## config.mk

```make
export PLATFORM = sky130hd
export DESIGN_NAME = dot_operand_fetch
export DESIGN_NICKNAME = d
export VERILOG_FILES = /design/src/rtl/dot_operand_fetch.sv
export SDC_FILE = /design/constraint.sdc
export NUM_CORES = 1
export LEC_CHECK = 0
export ABC_AREA = 1
export ABC_CLOCK_PERIOD_IN_PS = 2560
export BUFFER_PORTS_ARGS = -buffer_cell sky130_fd_sc_hd__clkbuf_2
export CAP_MARGIN = 5
export CELL_PAD_IN_SITES_DETAIL_PLACEMENT = 0
export CELL_PAD_IN_SITES_GLOBAL_PLACEMENT = 2
export CORE_MARGIN = 3
export CORE_UTILIZATION = 30
export DETAILED_ROUTE_END_ITERATION = 10
export PLACE_DENSITY = 0.81
export SKIP_LAST_GASP = 1
export SLEW_MARGIN = 20
export SYNTH_ARGS = -nofsm -noshare
export SYNTH_HDL_FRONTEND = slang
export SYNTH_SLANG_ARGS = --single-unit
```

## constraint.sdc

```tcl
create_clock -name M_AXI_ACLK -period 2.56 [get_ports M_AXI_ACLK]
set_input_delay 0.256 -clock M_AXI_ACLK [delete_from_list [all_inputs] [get_ports M_AXI_ACLK]]
set_output_delay 0.256 -clock M_AXI_ACLK [all_outputs]
set_load 0.03 [all_outputs]
```

## src/rtl/dot_operand_fetch.sv

```systemverilog
// dot_operand_fetch: AXI read master fetching strided A/B element pairs for a MAC stage
module dot_operand_fetch #(
  parameter int ADDR_W = 32,
  parameter int DATA_W = 32,
  parameter int LEN_W  = 16
) (
  input  logic              M_AXI_ACLK,
  input  logic              M_AXI_ARESETN,
  input  logic              start,
  input  logic [ADDR_W-1:0] base_a,
  input  logic [ADDR_W-1:0] base_b,
  input  logic [15:0]       stride,
  input  logic [LEN_W-1:0]  length,
  output logic              busy,
  output logic              done,
  output logic              err,
  output logic [ADDR_W-1:0] M_AXI_ARADDR,
  output logic              M_AXI_ARVALID,
  input  logic              M_AXI_ARREADY,
  input  logic [DATA_W-1:0] M_AXI_RDATA,
  input  logic [1:0]        M_AXI_RRESP,
  input  logic              M_AXI_RVALID,
  output logic              M_AXI_RREADY,
  output logic [DATA_W-1:0] op_a,
  output logic [DATA_W-1:0] op_b,
  output logic              op_valid,
  input  logic              op_ready,
  output logic              op_last
);
  typedef enum logic [2:0] {IDLE, A_AR, A_R, B_AR, B_R, PUSH, FIN} state_t;
  state_t state, nxt;
  logic [ADDR_W-1:0] addr_a, addr_b, stride_q;
  logic [LEN_W-1:0]  left;
  logic              r_ok, r_bad, last_pair;
  assign r_ok      = M_AXI_RVALID && (M_AXI_RRESP == 2'b00);
  assign r_bad     = M_AXI_RVALID && (M_AXI_RRESP != 2'b00);
  assign last_pair = (left == LEN_W'(1));
  // state register
  always_ff @(posedge M_AXI_ACLK or negedge M_AXI_ARESETN)
    if (!M_AXI_ARESETN) state <= IDLE;
    else state <= nxt;
  // next-state: one outstanding read at a time, A then B then push
  always_comb begin
    nxt = state;
    case (state)
      IDLE:    nxt = start ? ((length == '0) ? FIN : A_AR) : IDLE;
      A_AR:    nxt = M_AXI_ARREADY ? A_R : A_AR;
      A_R:     nxt = r_bad ? FIN : (r_ok ? B_AR : A_R);
      B_AR:    nxt = M_AXI_ARREADY ? B_R : B_AR;
      B_R:     nxt = r_bad ? FIN : (r_ok ? PUSH : B_R);
      PUSH:    nxt = op_ready ? (last_pair ? FIN : A_AR) : PUSH;
      FIN:     nxt = IDLE;
      default: nxt = IDLE;
    endcase
  end
  // outputs decoded from state; address registers only move after a push so ARADDR stays stable
  always_comb begin
    M_AXI_ARVALID = (state == A_AR) || (state == B_AR);
    M_AXI_RREADY  = (state == A_R) || (state == B_R);
    M_AXI_ARADDR  = (state == B_AR) ? addr_b : addr_a;
    op_valid      = (state == PUSH);
    op_last       = (state == PUSH) && last_pair;
    busy          = (state != IDLE);
    done          = (state == FIN);
  end
  // job registers, element address accumulation and operand capture
  always_ff @(posedge M_AXI_ACLK or negedge M_AXI_ARESETN)
    if (!M_AXI_ARESETN) begin
      addr_a   <= '0;
      addr_b   <= '0;
      stride_q <= '0;
      left     <= '0;
      op_a     <= '0;
      op_b     <= '0;
      err      <= 1'b0;
    end else begin
      if (state == IDLE && start) begin
        addr_a   <= base_a;
        addr_b   <= base_b;
        stride_q <= {{(ADDR_W-16){1'b0}}, stride};
        left     <= length;
        err      <= 1'b0;
      end
      if (state == A_R && r_ok) op_a <= M_AXI_RDATA;
      if (state == B_R && r_ok) op_b <= M_AXI_RDATA;
      if ((state == A_R || state == B_R) && r_bad) err <= 1'b1;
      if (state == PUSH && op_ready) begin
        addr_a <= addr_a + stride_q;
        addr_b <= addr_b + stride_q;
        left   <= left - LEN_W'(1);
      end
    end
endmodule

```

; ---- Yosys cells after proc, flatten, opt, wreduce, memory -nomap -nowiden
; Cells that the tools add are included.
[classes]
addsub = 3
eq_ne = 7
n_reduce_logical = 17
mux = 20
[op_table]
columns = cell, n
row1 = $mux W32, 5
row2 = $add A32 B16 Y32, 2
row3 = $mux W16, 2
row4 = $mux W3, 6
row5 = $pmux W3 S6, 1
row6 = $eq A16 B1 Y1 const B, 1
row7 = $logic_not A16 Y1, 1
row8 = $sub A16 B1 Y16 const B, 1
row9 = $eq A3 B3 Y1 const B, 3
row10 = $logic_and A1 B1 Y1, 8
row11 = $eq A3 B2 Y1 const B, 2
row12 = $reduce_bool A2 Y1, 3
row13 = $mux W1, 4
row14 = $mux W2, 2
row15 = $eq A3 B1 Y1 const B, 1
row16 = $logic_not A3 Y1, 1
row17 = $reduce_bool A3 Y1, 1
row18 = $logic_not A2 Y1, 1
row19 = $logic_or A1 B1 Y1, 2
[word_totals]
wordCells = 55
output_inout_bits = 103
reg_bits = 164
input_bits = 136

; ---- Longest topological paths before layout
[logic_depth]
ltp_word = 5
ltp_mapped = 14
depth_no_buf = 14

; ---- Least setup slack after synthesis
; No wires, ideal clock.
[synth_timing]
kind = reg2out
start = reg state[0]
end = out M_AXI_ARADDR[10]
n_path_buf = 2
stages_incl_launch_ff = 7
path_slack_ps = 356
arrival_ps = 1948
required_ps = 2304
cell_sequence = dfrtp_1 > inv_2 > nor2_2 > nand2_1 > buf_2 > buf_2 > o21ai_0
[synth_between]
elab_chain_len = 2
[synth_lines]
columns = item, line_no
row1 = "start, declared", 31  ; state_t state, nxt;
row2 = "start signal, assigned", 41  ; else state <= nxt;
row3 = $eq A3 B2 Y1, 60  ; M_AXI_ARADDR = (state == B_AR) ? addr_b : addr_a;
row4 = $mux W32, 60
row5 = "end, declared", 17  ; output logic [ADDR_W-1:0] M_AXI_ARADDR,
; No other way between the ends.

; ---- Worst setup path in the final report
[layout_timing]
start = reg state[0]
end = out M_AXI_ARADDR[15]
; Same word-level chain as after synthesis.

==> impl_metrics.toml <==
[outcome]
status = "finished, final reports clean"

[power_and_ir_drop]
p_clk_share_pct = 14.0
p_comb_share_pct = 58.4
p_int_mw = 8.61
switchingPower_mw = 9.89
pwr_density_cell_nw_per_um2 = 1390
swShare_pct = 53.5
power_mw = 18.5
pwr-share-seq_pct = 27.6
p_leak_nw = 7.29
ir_drop_mv = 0.602

[route]
vias = 11000
drt_iter0_markers = 555
drt-total-wl_um = 40200
dr.pass1.iters = 5
wl_per_cell_um = 17.4
ant_nets = 0
drcViolationCount = 0
via_per_inst = 4.75

[finish]
n_fill_cell = 3908
final_area_sq_um = 13300
regArea_sq_um = 4100
multi_input_area_sq_um = 5690
final_layout_size_suffix_gt1_share_pct = 17.7
stdcell_count = 2308
syn2layout_area_growth_pct = 22.6
nNetsFinal = 2005

[yosys]
synthSimpleGateAreaFrac_pct = 32.8
ys_ff_latch = 164
yosysTopAreaCell = "dfrtp_1"
yosys-top-cells-area = "dfrtp_1, nand2_1, inv_1, nand3_1, o21ai_0"
synth_ff_type = "dfrtp_1"
avgSynthCellArea_sq_um = 6.80
synth_xor_area_share_pct = 2.18
postSynthCellCount = 1599
synth_top_family_by_area = "simple AND/OR/NAND/NOR gates"
synth_edf_count = 0
synth_compound_area_share_pct = 12.2
yosysSeqAreaShare_pct = 37.7
syn_nets = 1771
yosysWarnings = 0
synth_cell_types = 48
synth.area.mux_share_pct = 0.829
synth_adder_area_share_pct = 4.28
syn_area_sq_um = 10900
netlist.area_leader.share_pct = 37.7
synthArstFlopShare_pct = 100

[grt]
grt_pass1_wl_um = 63200
grtUsageTotal_pct = 21.1
grt_max_degree = 74
overflow = 0
first_global_vias = 11000
antenna_found_initial = 0

[placement]
port_buffers = 238
gp_congestion = 0.908
dp_cells = 2264
dpl.hpwl_um = 31100
placed_area_sq_um = 12600

[worst_setup_path]
path_cells = "inv_2 -> nor2_4 -> nand2_4 -> buf_4 -> mux2_2 -> clkbuf_2"
path_class = "reg -> out"
crit_family = "buffers and inverters"
path_buf_inv = 3
worst_setup_path_end_kind = "output port"
worst_ep_arrival_time_ns = 2.07
worstPathRequired_ns = 2.30
r2r_slack_ns = 0.27
path_max_fanout = 21
worst_setup_path_start_kind = "flip-flop"
critPathSlowestCell = "dfrtp_1"
max_stage_delay_ns = 0.44

[timing]
final.period_utilization_pct = 90.8
setup_viol = 0
fin_tns_setup_ns = 0
rsz0062_at_grt = "false"
fmax_mhz = 430
fin_skew_ns = 0.0103
hold_viol_final = 0
drv_slew = 0
holdWs_ns = 0.0307
final.min_clock_period_ns = 2.33
tightest_slew_ns = 0.657
maxSlewHeadroom_pct = 56.2

[clock_tree]
clk_pin_slew_ns = 0.07
insertion_delay_ns = 0.45
cts.sinks = 164
cts_made_buffers = 17
clockBufferDepth = 2
cts_tree = "done"
cts-root-buf = "clkbuf_16"
h-tree-depth = 4

[min_path]
worstHoldPathType = "in -> reg"

[floorplan]
core-area_sq_um = 35700
die_h_um = 196
start_util_pct = 30.5
dieArea_sq_um = 38600
top_level_ports = 239
num_rows = 69
die_w_um = 196

[job]
cap_violations = 0
## cell families after synthesis
kind of cell | after synthesis
simple gates | 854
compound gates | 235
buf+inv | 275
mux | 8
flops | 164
fa+ha+maj | 36
xor+xnor | 27
## registers in the layout, summed over array words and instances, names as in the netlist
signal,flops
op_b,32
op_a,32
left,16
addr_b,32
stride_q,16
err,1
state,3
addr_a,32
## cell usage after synthesis (14+ instances only)
| library cell | n |
|---|---|
| nand2_1 | 583 |
| inv_1 | 212 |
| dfrtp_1 | 164 |
| nand3_1 | 124 |
| o21ai_0 | 106 |
| nor2_1 | 87 |
| a21oi_1 | 41 |
| buf_2 | 35 |
| ha_1 | 34 |
| o21ai_1 | 32 |
| nand4_1 | 17 |
| o21a_1 | 14 |
| xor2_1 | 14 |
## path summary, 6_finish.rpt
| path | from | to | depth (start not counted) |
|---|---|---|---|
| max | state[0] | M_AXI_ARADDR[15] | 6 |
| min | stride[5] | stride_q[5] | 3 |
| max in group asynchronous | M_AXI_ARESETN | op_b[14] | 3 |
| max reg2reg | stride_q[0] | addr_b[28] | 12 |
| min reg2reg | op_b[14] | op_b[14] | 2 |
| min in group asynchronous | M_AXI_ARESETN | addr_a[0] | 2 |
## through the flow
stage	setup WS [ns]	utilization, %
2_1_floorplan	0.356	-
3_3_place_gp	0.356	35.4
3_5_place_dp	0.297	35.4
4_1_cts	0.0620	37.4
5_1_grt	0.0224	37.4
6_report	0.235	37.4
## tightest hold or removal path: cells and delay by family
family | cells | cell delay, ns
AND/OR/NAND/NOR | 2 | 0.11
buffers and inverters | 1 | 0.08
## routing by layer
metal,wire [um],up-vias,share of wire [%],track usage [%]
li1,-,5558,-,-
met3,2560,38,6.4,4.70
met2,18200,305,45,34.1
met1,18700,5073,47,28.7
met4,724,0,1.8,5.81
met5,0,-,0,0
## area by class of cell
type	count	area share (%)
multi-input cells	1160	42.7
flip-flops and latches	164	30.8
repair buffers	270	11.7
inverters	220	6.20
well taps	461	4.33
clock buffers	19	3.32
clock inverters	13	0.958
diodes	1	0.0188
## power by group through the flow
stage	combinational [mW]	sequential (mW)	clock, mW
after detailed placement	10.8	5.09	0
final	10.8	5.10	2.59
after CTS	10.9	5.08	2.68
after global placement	10.8	5.07	0
after global routing	12.1	5.27	2.78
after floorplan	6.70	5.60	0
## timing repair
action | 4_1_cts | 5_1_grt
pin swaps | 0 | 0
endpoints found under the setup margin | 19 | 12
setup buffers | 0 | 0
hold endpoints to repair | 66 | 0
hold buffers | 11 | 0
gates resized for setup | 2 | 2
gates cloned | 0 | 0
## cells in the final DEF, fill, tap and decap left out, types with 5 or more instances in the layout
| master | Yosys | layout |
|---|---|---|
| a21oi_1 | 41 | 41 |
| buf_12 | 0 | 7 |
| buf_4 | 4 | 14 |
| clkbuf_16 | 0 | 17 |
| clkbuf_2 | 0 | 237 |
| clkinv_4 | 0 | 5 |
| dfrtp_1 | 164 | 164 |
| dlygate4sd3_1 | 0 | 11 |
| ha_1 | 34 | 34 |
| inv_1 | 212 | 212 |
| inv_2 | 8 | 8 |
| mux2_2 | 8 | 8 |
| nand2_1 | 583 | 580 |
| nand2_2 | 3 | 5 |
| nand3_1 | 124 | 124 |
| nand4_1 | 17 | 17 |
| nor2_1 | 87 | 87 |
| nor3_1 | 13 | 13 |
| o211ai_1 | 7 | 7 |
| o21a_1 | 14 | 14 |
| o21ai_0 | 106 | 104 |
| o21ai_1 | 32 | 34 |
| o21bai_1 | 9 | 9 |
| o221ai_1 | 6 | 6 |
| o22ai_1 | 6 | 6 |
| xnor2_1 | 13 | 13 |
| xor2_1 | 14 | 14 |
Power figures use the tool's default switching activity.
